--- src/rtl/text_buffer_pkg.sv ---
// Shared sizes, command opcodes and controller states for the text buffer writer.
package text_buffer_pkg;

   localparam int DEF_COLS   = 10;
   localparam int DEF_ROWS   = 2;
   localparam int DEF_CODE_W = 6;

   // Command port index widths are fixed by the software-facing interface.
   localparam int COL_W = 4;
   localparam int ROW_W = 1;

   typedef enum logic [1:0] {
      OP_PUT    = 2'b00,
      OP_MOVE   = 2'b01,
      OP_CLEAR  = 2'b10,
      OP_COMMIT = 2'b11
   } op_e;

   typedef enum logic [1:0] {
      S_IDLE       = 2'b00,
      S_CLEAR      = 2'b01,
      S_WAIT_FRAME = 2'b10
   } state_e;

endpackage

--- src/rtl/text_buffer_writer_cell_cursor.sv ---
// Column/row position counter with load, advance-with-wrap and a last-cell flag.
module cell_cursor #(
   parameter int COLS  = 10,
   parameter int ROWS  = 2,
   parameter int COL_W = 4,
   parameter int ROW_W = 1
) (
   input  logic             clk50,
   input  logic             reset,
   input  logic             load,
   input  logic [COL_W-1:0] load_col,
   input  logic [ROW_W-1:0] load_row,
   input  logic             advance,
   output logic [COL_W-1:0] col,
   output logic [ROW_W-1:0] row,
   output logic             last
);

   localparam logic [COL_W-1:0] COL_MAX = COL_W'(COLS - 1);
   localparam logic [ROW_W-1:0] ROW_MAX = ROW_W'(ROWS - 1);

   always_ff @(posedge clk50) begin
      if (reset) begin
         col <= '0;
         row <= '0;
      end else if (load) begin
         col <= load_col;
         row <= load_row;
      end else if (advance) begin
         if (col == COL_MAX) begin
            col <= '0;
            row <= (row == ROW_MAX) ? '0 : row + ROW_W'(1);
         end else begin
            col <= col + COL_W'(1);
         end
      end
   end

   assign last = (col == COL_MAX) && (row == ROW_MAX);

endmodule

--- src/rtl/text_buffer_writer.sv ---
// Command-driven back buffer editor with a frame-synchronous copy to the displayed front buffer.
//
//   state        | meaning
//   S_IDLE       | accepting PUT/MOVE/CLEAR/COMMIT, one per cycle
//   S_CLEAR      | zeroing one back-buffer cell per cycle in row-major order
//   S_WAIT_FRAME | commit requested, back buffer frozen until frame_start
module text_buffer_writer
   import text_buffer_pkg::*;
#(
   parameter int COLS   = DEF_COLS,
   parameter int ROWS   = DEF_ROWS,
   parameter int CODE_W = DEF_CODE_W
) (
   input  logic                                  clk50,
   input  logic                                  reset,
   input  logic                                  cmd_valid,
   output logic                                  cmd_ready,
   input  logic [1:0]                            cmd_op,
   input  logic [CODE_W-1:0]                     cmd_data,
   input  logic [COL_W-1:0]                      cmd_col,
   input  logic [ROW_W-1:0]                      cmd_row,
   input  logic                                  frame_start,
   output logic [COLS-1:0][ROWS-1:0][CODE_W-1:0] frame_buffer,
   output logic [COL_W-1:0]                      cursor_col,
   output logic [ROW_W-1:0]                      cursor_row,
   output logic                                  commit_pending
);

   localparam logic [COL_W-1:0] COL_LIMIT = COL_W'(COLS);

   state_e                               state;
   logic [COLS-1:0][ROWS-1:0][CODE_W-1:0] back;

   op_e              op;
   logic             accept;
   logic             sweep_done;
   logic             cur_load;
   logic [COL_W-1:0] cur_load_col;
   logic [ROW_W-1:0] cur_load_row;
   logic             cur_advance;
   logic             cur_last_unused;
   logic             sw_load;
   logic             sw_advance;
   logic [COL_W-1:0] sw_col;
   logic [ROW_W-1:0] sw_row;
   logic             sw_last;

   assign op          = op_e'(cmd_op);
   assign accept      = cmd_valid && (state == S_IDLE);
   assign sweep_done  = (state == S_CLEAR) && sw_last;

   // Out-of-range MOVE targets are consumed but leave the cursor alone.
   assign cur_load     = (accept && (op == OP_MOVE) && (cmd_col < COL_LIMIT)) || sweep_done;
   assign cur_load_col = sweep_done ? '0 : cmd_col;
   assign cur_load_row = sweep_done ? '0 : cmd_row;
   assign cur_advance  = accept && (op == OP_PUT);

   assign sw_load    = accept && (op == OP_CLEAR);
   assign sw_advance = (state == S_CLEAR);

   cell_cursor #(
      .COLS  (COLS),
      .ROWS  (ROWS),
      .COL_W (COL_W),
      .ROW_W (ROW_W)
   ) u_write_cursor (
      .clk50    (clk50),
      .reset    (reset),
      .load     (cur_load),
      .load_col (cur_load_col),
      .load_row (cur_load_row),
      .advance  (cur_advance),
      .col      (cursor_col),
      .row      (cursor_row),
      .last     (cur_last_unused)
   );

   cell_cursor #(
      .COLS  (COLS),
      .ROWS  (ROWS),
      .COL_W (COL_W),
      .ROW_W (ROW_W)
   ) u_sweep_index (
      .clk50    (clk50),
      .reset    (reset),
      .load     (sw_load),
      .load_col ('0),
      .load_row ('0),
      .advance  (sw_advance),
      .col      (sw_col),
      .row      (sw_row),
      .last     (sw_last)
   );

   always_ff @(posedge clk50) begin
      if (reset) begin
         state        <= S_IDLE;
         back         <= '0;
         frame_buffer <= '0;
      end else begin
         unique case (state)
            S_IDLE: begin
               if (cmd_valid) begin
                  unique case (op)
                     OP_PUT:    back[cursor_col][cursor_row] <= cmd_data;
                     OP_CLEAR:  state <= S_CLEAR;
                     OP_COMMIT: state <= S_WAIT_FRAME;
                     default:   ;
                  endcase
               end
            end
            S_CLEAR: begin
               back[sw_col][sw_row] <= '0;
               if (sw_last) state <= S_IDLE;
            end
            S_WAIT_FRAME: begin
               if (frame_start) begin
                  frame_buffer <= back;
                  state        <= S_IDLE;
               end
            end
            default: state <= S_IDLE;
         endcase
      end
   end

   assign cmd_ready      = (state == S_IDLE);
   assign commit_pending = (state == S_WAIT_FRAME);

endmodule

--- config.mk ---
export PLATFORM = sky130hd
export DESIGN_NAME = text_buffer_writer
export DESIGN_NICKNAME = d
export VERILOG_FILES = /design/src/rtl/text_buffer_pkg.sv /design/src/rtl/text_buffer_writer_cell_cursor.sv /design/src/rtl/text_buffer_writer.sv
export SDC_FILE = /design/constraint.sdc
export NUM_CORES = 1
export LEC_CHECK = 0
export CAP_MARGIN = 20
export CORE_MARGIN = 3
export CORE_UTILIZATION = 57
export DETAILED_ROUTE_END_ITERATION = 8
export GPL_TIMING_DRIVEN = 1
export PLACE_DENSITY = 0.84
export SETUP_SLACK_MARGIN = 0.05
export SYNTH_ARGS = -nofsm -noshare
export SYNTH_HDL_FRONTEND = slang
export SYNTH_SLANG_ARGS = --single-unit
--- constraint.sdc ---
create_clock -name clk50 -period 4.36 [get_ports clk50]
set_input_delay 0.872 -clock clk50 [delete_from_list [all_inputs] [get_ports clk50]]
set_output_delay 0.872 -clock clk50 [all_outputs]
set_load 0.02 [all_outputs]
=== Word level (Yosys, flattened, before mapping) ===
Index checks and enable logic that the tools add are counted.
W data, S select, Z words.

* Word-level logic and storage cells: 123
* Bits of input ports: 17
* Output and inout port bits: 127
* Flip-flop bits (word level): 252

* Reduce and logical (&&, ||, !) cells: 23
* Equality and inequality tests: 12
* Mux-type cells: 28
* Add/sub/neg operators: 4
* Magnitude comparators: 9
* Bitwise logic cells: 2

{| class="wikitable"
|+ Operators with widths
! cell !! number
|-
| $mux W120 || 2
|-
| $pmux W120 S2 || 1
|-
| $and A120 B120 Y120 || 1
|-
| $bwmux W120 || 1
|-
| $not A120 Y120 || 1
|-
| $demux W12 S4 || 2
|-
| $mux W12 || 2
|-
| $mux W4 || 5
|-
| $demux W6 S1 || 2
|-
| $mux W6 || 2
|-
| $logic_and A1 B1 Y1 || 11
|-
| $lt A4 B5 Y1 const B || 2
|-
| $add A4 B1 Y4 const B || 2
|-
| $eq A4 B4 Y1 const B || 2
|-
| $ge A4 B1 Y1 const B || 2
|-
| $eq A2 B2 Y1 const B || 3
|-
| $mux W1 || 6
|-
| $mux W2 || 3
|-
| $pmux W2 S3 || 1
|-
| $reduce_and A2 Y1 || 3
|-
| $reduce_bool A2 Y1 || 3
|-
| $eq A2 B1 Y1 const B || 2
|-
| $logic_not A2 Y1 || 2
|-
| $lt A1 B2 Y1 const B || 2
|-
| other kinds (11) || 15
|}

=== Logic depth before layout (Yosys ltp) ===
Gate-level depths: netlist (run 1).

* Depth in word-level cells: 10
* Mapped depth: 7
* Mapped depth without buffers: 4

=== Cells and area by module ===
A second synthesis (run 1) with hierarchy kept.

* Cells, all modules: 1,291
* Area total of the unflattened synthesis: 10,460.0 um^2

{| class="wikitable"
|+ By module, submodules not included
! module !! area each (um^2) !! seq. area each (um^2) !! times used !! cells an instance
|-
| text_buffer_writer || 9,889.5 || 4,844.6 || 1 || 1,223
|-
| cell_cursor || 285.3 || 100.1 || 2 || 34
|}

=== Worst setup path after synthesis (run 1) ===
No wires, ideal clock.

* Path kind: in2reg
* Start point: input port cmd_op[1]
* End point: register back[66] in the netlist's numbering
* Setup time: 117 ps
* Path slack: 2,190 ps
* Buffers on the path: 2
* Arrival time: 2,053 ps
* Cell stages on the path: 6
* Required time: 4,243 ps
* Cells stage by stage: or3_1 > buf_6 > nor3_4 > buf_6 > a221oi_2 > a22o_1

* Longest elaborated chain between the ends: 3

{| class="wikitable"
|+ RTL lines
! item !! line !! text
|-
| from (decl) || text_buffer_writer.sv:18 || <nowiki>input logic [1:0] cmd_op,</nowiki>
|-
| $logic_not A2 Y1 || text_buffer_writer.sv:104 || <nowiki>unique case (op)</nowiki>
|-
| $ne A2 B1 Y1 (no source line) || - ||
|-
| $reduce_and A3 Y1 (no source line) || - ||
|-
| to (signal, indexed assignment) || text_buffer_writer.sv:105 || <nowiki>OP_PUT: back[cursor_col][cursor_row] <= cmd_data;</nowiki>
|-
| to (decl) || text_buffer_writer.sv:32 || <nowiki>logic [COLS-1:0][ROWS-1:0][CODE_W-1:0] back;</nowiki>
|}

No other way between the ends.
A chain may end at the register's enable or synchronous reset.

=== Final worst setup path (run 1) ===
* Start point: register state[1]
* End point: output port commit_pending

* Longest elaborated chain between the ends: 1

{| class="wikitable"
|+ RTL lines
! item !! line !! text
|-
| from (decl) || text_buffer_writer.sv:31 || <nowiki>state_e state;</nowiki>
|-
| from (signal assigned) || text_buffer_writer.sv:97 || <nowiki>state <= S_IDLE;</nowiki>
|-
| from (signal assigned) || text_buffer_writer.sv:106 || <nowiki>OP_CLEAR: state <= S_CLEAR;</nowiki>
|-
| from (signal assigned) || text_buffer_writer.sv:107 || <nowiki>OP_COMMIT: state <= S_WAIT_FRAME;</nowiki>
|-
| $eq A2 B2 Y1 || text_buffer_writer.sv:128 || <nowiki>assign commit_pending = (state == S_WAIT_FRAME);</nowiki>
|-
| to (decl) || text_buffer_writer.sv:26 || <nowiki>output logic commit_pending</nowiki>
|}

No other way between the ends.

==> results.py, run 1 <==
metrics = {
    "drt": {
        "routed_wl_mm": 24.0,
        "drtAntennaViolNets": 0,
        "drc_errors": 0,
        "drtIter0Drc": 776,
        "firstDrtPassIters": 6,
        "vias": 8220,
        "wl_per_cell_um": 17.1,
        "via_per_inst": 5.85,
    },
    "setup_path": {
        "cp_cell_sequence": "nor2b_1 > clkdlybuf4s50_1",
        "cpMaxStageDelayCell": "clkdlybuf4s50_1",
        "crit_path_start_kind": "flop",
        "critPathMaxStageDelay_ns": 0.68,
        "crit_path_max_fanout": 12,
        "endpoint_kind": "output pin",
        "rr_startpoint": "state[1]",
        "crit_type": "flop to output pin",
        "required_ns": 3.49,
        "critPathLaunch": "state[1]",
        "worstPathArrival_ns": 2.22,
    },
    "yosys": {
        "synthArstFlopShare_pct": 0,
        "synth_nets": 1083,
        "synth_edf_count": 0,
        "yosysWarnings": 0,
        "syn_area_per_cell_um2": 8.73,
        "synth-seq-area-share_pct": 54.2,
        "synth_flop_cell": "dfxtp_1",
        "synth_seq_cells": 252,
        "syn_area_mm2": 0.00931,
        "ys_types": 49,
        "synth_cells": 1066,
    },
    "sta": {
        "hold_violations": 0,
        "fin_skew_ns": 0.0154,
        "grt_setup_unrepaired": "false",
        "tightest_slew_ns": 1.00,
        "fin_crit_sh_pct": 70.9,
        "slew_viol_final": 0,
        "min_period_ns": 3.09,
        "setup_violations": 0,
        "holdWs_ns": 0.453,
        "setup_slack_ns": 1.27,
        "max_freq_mhz": 323,
        "fin_tns_setup_ns": 0,
        "relSlewSlack_pct": 33.3,
    },
    "grt": {
        "grt-ovfl-total": 0,
        "antenna_found_initial": 0,
        "first_global_vias": 7581,
        "grt_first_pass_wirelength_mm": 38.6,
        "grt_start_max_net_pins": 87,
        "grtUsageTotal_pct": 25.9,
    },
    "clocking": {
        "cts_buffer_depth": 3,
        "clockRootBuffer": "clkbuf_16",
        "clk_latency_ns": 0.52,
        "holdBufCountCts": 0,
        "cts_tree": "built",
        "htree_levels": 1,
        "cts_resized": 0,
        "clk_pin_slew_ns": 0.06,
        "cts_sinks": 252,
        "numCtsBuffers": 24,
        "cts_setup_buffers": 0,
    },
    "final_layout": {
        "area_growth_pct": 25.4,
        "final_cell_mix": "nand2_1, dfxtp_1, a21oi_1",
        "final_common_cell": "nand2_1",
        "n_antenna_cell": 0,
        "drive_above_1_share_pct": 6.98,
        "final_nets": 1189,
        "postLayoutCoreUtil_pct": 73.2,
    },
    "place": {
        "dp_slack_ns": 1.26,
        "hpwl_mm": 15.5,
        "place_congestion": 0.852,
        "numPortBuffers": 143,
    },
    "floorplan": {
        "dieArea_mm2": 0.0179,
        "die_x_um": 134,
        "core-area_mm2": 0.0159,
        "ios": 144,
        "die_height_um": 134,
        "start_util_pct": 58.4,
        "fp-row-count": 46,
    },
    "pwr": {
        "peakVddDrop_mv": 0.244,
        "p_leak_uw": 0.00387,
        "power_density_mw_per_mm2": 410,
        "total_power_uw": 4790,
    },
    "run_status": {
        "status": "complete, no violations",
    },
    "worst_hold_path": {
        "min_path_type": "flop to flop",
        "min_from": "frame_buffer[44]",
    },
    "flow_run": {
        "cap_viol_max_count": 0,
    },
}
[worst paths after layout]
path	to	slack (ns)	depth (start not counted)
worst min-delay path	frame_buffer[44]	0.45	2
worst max-delay path	commit_pending	1.27	2
worst min register to register	frame_buffer[44]	0.45	2
worst max register to register	frame_buffer[78]	1.82	5
[critical path: cells and delay by family (launching register included)]
family / cells / cell delay (ns)
buffers and inverters: 1 / 0.68
DFF: 1 / 0.63
and+or+nand+nor: 1 / 0.40
[kinds of logic (layout without fill, tap and decap cells)]
group / Yosys count / count (layout) / synth area share, %
buffers and inverters: 76 / 199 / 3.57
AOI/OAI and AO/OA: 284 / 284 / 18.5
xor gates and xnor gates: 2 / 2 / 0.188
muxes: 1 / 1 / 0.121
DFF: 252 / 252 / 54.2
and+or+nand+nor: 451 / 451 / 23.4
[registers in the layout, indices dropped and copies added, names as in the netlist]
register	cells
back	120
frame_buffer	120
u_sweep_index.col	4
u_write_cursor.col	4
state	2
u_sweep_index.row	1
u_write_cursor.row	1
[where the power goes]
part	internal (uW)	switching (uW)
clock	1410	883
combinational	42.6	130
sequential	2310	13.4
total	3760	1030
[per-layer routing]
metal,wire (um),part of all wire (%),vias up,GRT usage (%)
li1,-,-,3947,-
met1,10500,44,3837,36.5
met2,11000,46,375,41.3
met3,1950,8.1,61,4.50
met4,576,2.4,0,7.26
met5,0,0,-,0
[final cells by class]
class / count / area, um2
clock buffer: 30 / 684
clock inverter: 13 / 203
fill: 1162 / 4270
tap: 216 / 270
inverter: 3 / 11.3
sequential: 252 / 5040
timing repair buffer: 153 / 1520
multi-input combinational: 738 / 3940
[synth_stat cells, types with 6 or more instances]
master	instances	share of area, %
nand2b_1	7	0.47
o21ai_0	22	1.2
buf_2	26	1.4
dfxtp_1	252	54
nand4_1	14	0.94
nor2_1	10	0.40
and2_1	6	0.40
nand2_1	272	11
a21oi_1	154	8.3
o21ai_1	32	1.7
nor2b_1	10	0.67
a221oi_2	8	1.3
a31oi_1	11	0.74
clkbuf_1	44	1.8
nor3_2	8	0.86
nand3_1	84	4.5
a22o_1	48	4.5
[through the flow]
stage | cell area [um2] | std cells
finish | 11700 | 1405
global route | 11700 | 1405
CTS | 11700 | 1405
detailed placement | 10800 | 1362
global placement | 10800 | 1362
floorplan | 9310 | 1066
Power figures use the tool's default switching activity.
==> inputs of run 2 (changes only) <==
--- a/config.mk
+++ b/config.mk
@@ -7,10 +7,10 @@
 export LEC_CHECK = 0
 export CAP_MARGIN = 20
 export CORE_MARGIN = 3
-export CORE_UTILIZATION = 57
+export CORE_UTILIZATION = 53
 export DETAILED_ROUTE_END_ITERATION = 8
 export GPL_TIMING_DRIVEN = 1
-export PLACE_DENSITY = 0.84
+export PLACE_DENSITY = 0.79
 export SETUP_SLACK_MARGIN = 0.05
 export SYNTH_ARGS = -nofsm -noshare
 export SYNTH_HDL_FRONTEND = slang
==> constraint.sdc (replaced) <==
create_clock -name clk50 -period 3 [get_ports clk50]
set_input_delay 0.6 -clock clk50 [delete_from_list [all_inputs] [get_ports clk50]]
set_output_delay 0.6 -clock clk50 [all_outputs]
set_load 0.02 [all_outputs]
==> results.py, run 2 (synthesis gave the netlist of run 1 again) <==
metrics = {
    "grt": {
        "grtUsageTotal_pct": 23.6,
        "grt_first_pass_wirelength_mm": 38.8,
        "first_global_vias": 7460,
        "grt_start_max_net_pins": 76,
        "grt-ovfl-total": 0,
        "antenna_found_initial": 0,
    },
    "floorplan": {
        "dieArea_mm2": 0.0192,
        "core-area_mm2": 0.0169,
        "ios": 144,
        "fp-row-count": 47,
        "start_util_pct": 55.2,
        "die_x_um": 139,
        "die_height_um": 139,
    },
    "drt": {
        "firstDrtPassIters": 5,
        "drtAntennaViolNets": 0,
        "drc_errors": 0,
        "drtIter0Drc": 747,
        "wl_per_cell_um": 16.7,
        "via_per_inst": 5.73,
        "vias": 8136,
        "routed_wl_mm": 23.7,
    },
    "place": {
        "hpwl_mm": 15.6,
        "numPortBuffers": 143,
        "place_congestion": 0.879,
    },
    "sta": {
        "relSlewSlack_pct": 43.6,
        "setup_violations": 0,
        "grt_setup_unrepaired": "false",
        "hold_violations": 0,
        "slew_viol_final": 0,
        "tightest_slew_ns": 0.840,
        "fin_crit_sh_pct": 94.1,
        "min_period_ns": 2.82,
        "max_freq_mhz": 354,
        "fin_skew_ns": 0.00996,
        "fin_tns_setup_ns": 0,
    },
    "pwr": {
        "power.share.sequential_pct": 50.0,
        "power_density_mw_per_mm2": 575,
        "combPwrFrac_pct": 4.0,
        "p_leak_uw": 0.00390,
        "switchingPower_uw": 1430,
        "clkPwrFrac_pct": 46.0,
        "p_int_uw": 5310,
        "p_sw_share_pct": 21.2,
        "peakVddDrop_mv": 0.459,
    },
    "worst_hold_path": {
        "min_from": "frame_buffer[38]",
        "min_path_type": "flop to flop",
        "hold_path_end": "frame_buffer[38]",
        "hold_depth": 2,
    },
    "clocking": {
        "holdBufCountCts": 0,
        "htree_levels": 1,
        "clk_latency_ns": 0.51,
        "cts_tree": "built",
        "cts_setup_buffers": 0,
        "clockRootBuffer": "clkbuf_16",
        "cts_buffer_depth": 3,
        "numCtsBuffers": 24,
        "clk_pin_slew_ns": 0.07,
        "cts_resized": 0,
        "cts_sinks": 252,
    },
    "setup_path": {
        "endpoint_kind": "output pin",
        "crit_type": "flop to output pin",
        "rr_worst_depth": 5,
        "crit_path_start_kind": "flop",
        "rr_startpoint": "state[1]",
        "worstPathArrival_ns": 2.22,
        "r2r_setup_slack_ns": 0.72,
        "reg2reg_to": "frame_buffer[93]",
        "required_ns": 2.40,
        "crit_path_max_fanout": 12,
    },
    "final_layout": {
        "drive_above_1_share_pct": 7.51,
        "reg_top3": "back: 120 flops, frame_buffer: 120 flops",
        "area_growth_pct": 25.8,
        "final_nets": 1202,
        "n_antenna_cell": 0,
        "final_cell_mix": "nand2_1, dfxtp_1, a21oi_1",
        "final_common_cell": "nand2_1",
        "postLayoutCoreUtil_pct": 69.4,
    },
    "run_status": {
        "status": "complete, no violations",
    },
    "flow_run": {
        "cap_viol_max_count": 0,
    },
}
## run 2: layer usage
layer,track usage [%],up-vias,wire [um]
met2,36.4,310,10500
met3,4.52,33,1870
li1,-,3968,-
met5,0,-,0
met4,5.20,0,404
met1,34.7,3825,10900
## run 2: worst max path at each step
stage / start / endpoint / slack [ns] / cells after the start
floorplan: cmd_op[1] / back[66] / 1.10 / 6
global placement: cmd_op[1] / back[59] / 0.33 / 5
detailed placement: cmd_op[1] / back[70] / 0.27 / 5
CTS: state[1] / commit_pending / 0.20 / 2
global route: state[1] / commit_pending / 0.13 / 2
finish: state[1] / commit_pending / 0.18 / 2
## run 2: critical path: stages (launching register included)
cell and delay [ns]:
dfxtp_1 0.65, nor2b_1 0.38, clkdlybuf4s50_1 0.68
## run 2: power by group through the flow
stage / Sequential (uW) / Clock (uW) / Combinational [uW]
after global placement: 3440 / 0 / 260
after floorplan: 3440 / 0 / 168
final: 3370 / 3100 / 269
after detailed placement: 3440 / 0 / 261
after CTS: 3370 / 3120 / 264
after global routing: 3370 / 3260 / 288
## run 2: final cells by class
cell class	count	area, um2
fillers	1304	5160
flip-flops and latches	252	5040
multi-input cells	738	3940
repair buffers	166	1630
clock buffers	37	751
well taps	220	275
clock inverters	3	65.1
inverters	3	11.3
## run 2: per-stage QoR
stage | total power (uW) | instance area, um2 | instances | worst slack, ns | hold slack [ns]
final | 6740 | 11700 | 1419 | 0.177 | 0.452
after global routing | 6920 | 11700 | 1419 | 0.125 | 0.464
after CTS | 6750 | 11700 | 1419 | 0.204 | 0.454
after detailed placement | 3710 | 10900 | 1379 | 0.275 | 0.446
after global placement | 3700 | 10900 | 1379 | 0.325 | 0.441
after floorplan | 3600 | 9310 | 1066 | 1.10 | 0.432
==> inputs of run 3 (changes only) <==
--- a/config.mk
+++ b/config.mk
@@ -7,11 +7,12 @@
 export LEC_CHECK = 0
 export CAP_MARGIN = 20
 export CORE_MARGIN = 3
-export CORE_UTILIZATION = 53
+export CORE_UTILIZATION = 58
 export DETAILED_ROUTE_END_ITERATION = 8
+export DONT_BUFFER_PORTS = 1
 export GPL_TIMING_DRIVEN = 1
-export PLACE_DENSITY = 0.79
-export SETUP_SLACK_MARGIN = 0.05
+export PLACE_DENSITY = 0.74
+export SETUP_SLACK_MARGIN = 0.4
 export SYNTH_ARGS = -nofsm -noshare
 export SYNTH_HDL_FRONTEND = slang
 export SYNTH_SLANG_ARGS = --single-unit
==> results.py, run 3 (synthesis gave the netlist of run 1 again) <==
metrics = {
    "setup_path": {
        "crit_path_start_kind": "flop",
        "endpoint_kind": "flop",
        "cp_cell_sequence": "nor2_1 > and2_1 > a221oi_2 > a22o_1",
        "crit_path_max_fanout": 22,
        "crit_type": "flop to flop",
        "cpMaxStageDelayCell": "dfxtp_1",
        "worstPathArrival_ns": 2.67,
        "required_ns": 3.45,
        "rr_worst_depth": 4,
        "critPathMaxStageDelay_ns": 0.93,
    },
    "final_layout": {
        "final_nets": 1049,
        "reg_top3": "back: 120 flops, frame_buffer: 120 flops",
        "area_growth_pct": 9.56,
        "drive_above_1_share_pct": 7.90,
        "n_antenna_cell": 0,
        "final_cell_mix": "nand2_1, dfxtp_1, a21oi_1",
        "fillers": 1350,
        "final_common_cell": "nand2_1",
    },
    "clocking": {
        "cts_tree": "built",
        "cts_sinks": 252,
        "cts_setup_buffers": 0,
        "htree_levels": 1,
        "cts_buffer_depth": 3,
        "numCtsBuffers": 25,
        "clk_pin_slew_ns": 0.06,
        "cts_resized": 0,
        "clockRootBuffer": "clkbuf_16",
        "clk_latency_ns": 0.51,
        "holdBufCountCts": 0,
    },
    "drt": {
        "firstDrtPassIters": 4,
        "routed_wl_mm": 22.5,
        "drtIter0Drc": 519,
        "drc_errors": 0,
        "via_per_inst": 5.93,
        "drtAntennaViolNets": 0,
        "wl_per_cell_um": 17.8,
        "vias": 7474,
    },
    "grt": {
        "grt_start_max_net_pins": 183,
        "grt_first_pass_wirelength_mm": 35.9,
        "first_global_vias": 6753,
        "antenna_found_initial": 0,
        "grtUsageTotal_pct": 24.1,
        "grt-ovfl-total": 0,
    },
    "flow_run": {
        "cap_viol_max_count": 0,
    },
    "floorplan": {
        "fp-row-count": 45,
        "die_x_um": 133,
        "start_util_pct": 60.3,
        "ios": 144,
        "core-area_mm2": 0.0154,
        "die_height_um": 133,
        "dieArea_mm2": 0.0176,
    },
    "worst_hold_path": {
        "min_path_type": "input pin to flop",
        "hold_depth": 1,
    },
    "sta": {
        "slew_viol_final": 0,
        "setup_slack_ns": 0.773,
        "fin_skew_ns": 0.0165,
        "tightest_slew_ns": 0.930,
        "setup_violations": 0,
        "relSlewSlack_pct": 37.9,
        "holdWs_ns": 0.170,
        "min_period_ns": 2.23,
        "fin_crit_sh_pct": 74.2,
        "hold_violations": 0,
        "grt_setup_unrepaired": "false",
        "max_freq_mhz": 449,
        "fin_tns_setup_ns": 0,
    },
    "place": {
        "numPortBuffers": 0,
        "hpwl_mm": 14.5,
        "place_congestion": 0.867,
        "dp_slack_ns": 0.813,
    },
    "pwr": {
        "power_density_mw_per_mm2": 644,
        "p_leak_uw": 0.00336,
        "peakVddDrop_mv": 0.449,
    },
    "run_status": {
        "status": "complete, no violations",
    },
}
==> run 3: cell types whose count changed in the layout (fill, tap and decap cells not counted) <==
| cell | change |
|---|---|
| clkbuf_8 | -2 |
| clkinv_4 | +3 |
| buf_12 | +1 |
| buf_4 | -13 |
| clkinv_2 | +5 |
| bufinv_16 | -1 |
| clkdlybuf4s50_1 | -142 |
==> run 3: path summary, 6_finish.rpt <==
check / from / to / slack, ns
max: u_write_cursor.col[0] / back[50] / 0.77
min: reset / frame_buffer[26] / 0.17
max reg2reg: u_write_cursor.col[0] / back[50] / 0.77
min reg2reg: back[11] / frame_buffer[11] / 0.45
==> run 3: power by group <==
part           leakage (uW)  internal [uW]  switching [uW]
Combinational      0.000927           40.0             119
Clock              0.000406           1770            1260
Sequential          0.00203           3350            18.5
Total               0.00336           5160            1400
==> run 3: layout make-up <==
cell class              instances  area (um2)  share of cell area, %
clock inverters                10        86.3                  0.846
inverters                       3        11.3                  0.110
well taps                     211         264                   2.59
repair buffers                 12         128                   1.25
multi-input cells             738        3940                   38.7
clock buffers                  35         723                   7.09
flip-flops and latches        252        5040                   49.5
==> run 3: critical path, delay by kind of cell (launching register included) <==
kind | cells | cell delay [ns]
AOI/OAI and AO/OA | 2 | 0.72
and+or+nand+nor | 2 | 0.51
DFF | 1 | 0.93
==> run 3: through the flow <==
step	util [%]	cells	area [um2]	total power (uW)
floorplan	-	1066	9310	3600
global placement	60.9	1216	9390	3600
detailed placement	60.9	1216	9390	3600
CTS	66.1	1261	10200	6590
global route	66.1	1261	10200	6750
finish	66.1	1261	10200	6560
==> run 3: layer usage <==
layer / track usage (%) / routed length (um) / vias up
met2: 35.7 / 9690 / 262
met4: 6.12 / 342 / 0
met1: 35.3 / 10400 / 3518
met5: 0 / 0 / -
li1: - / - / 3661
met3: 6.43 / 2000 / 33
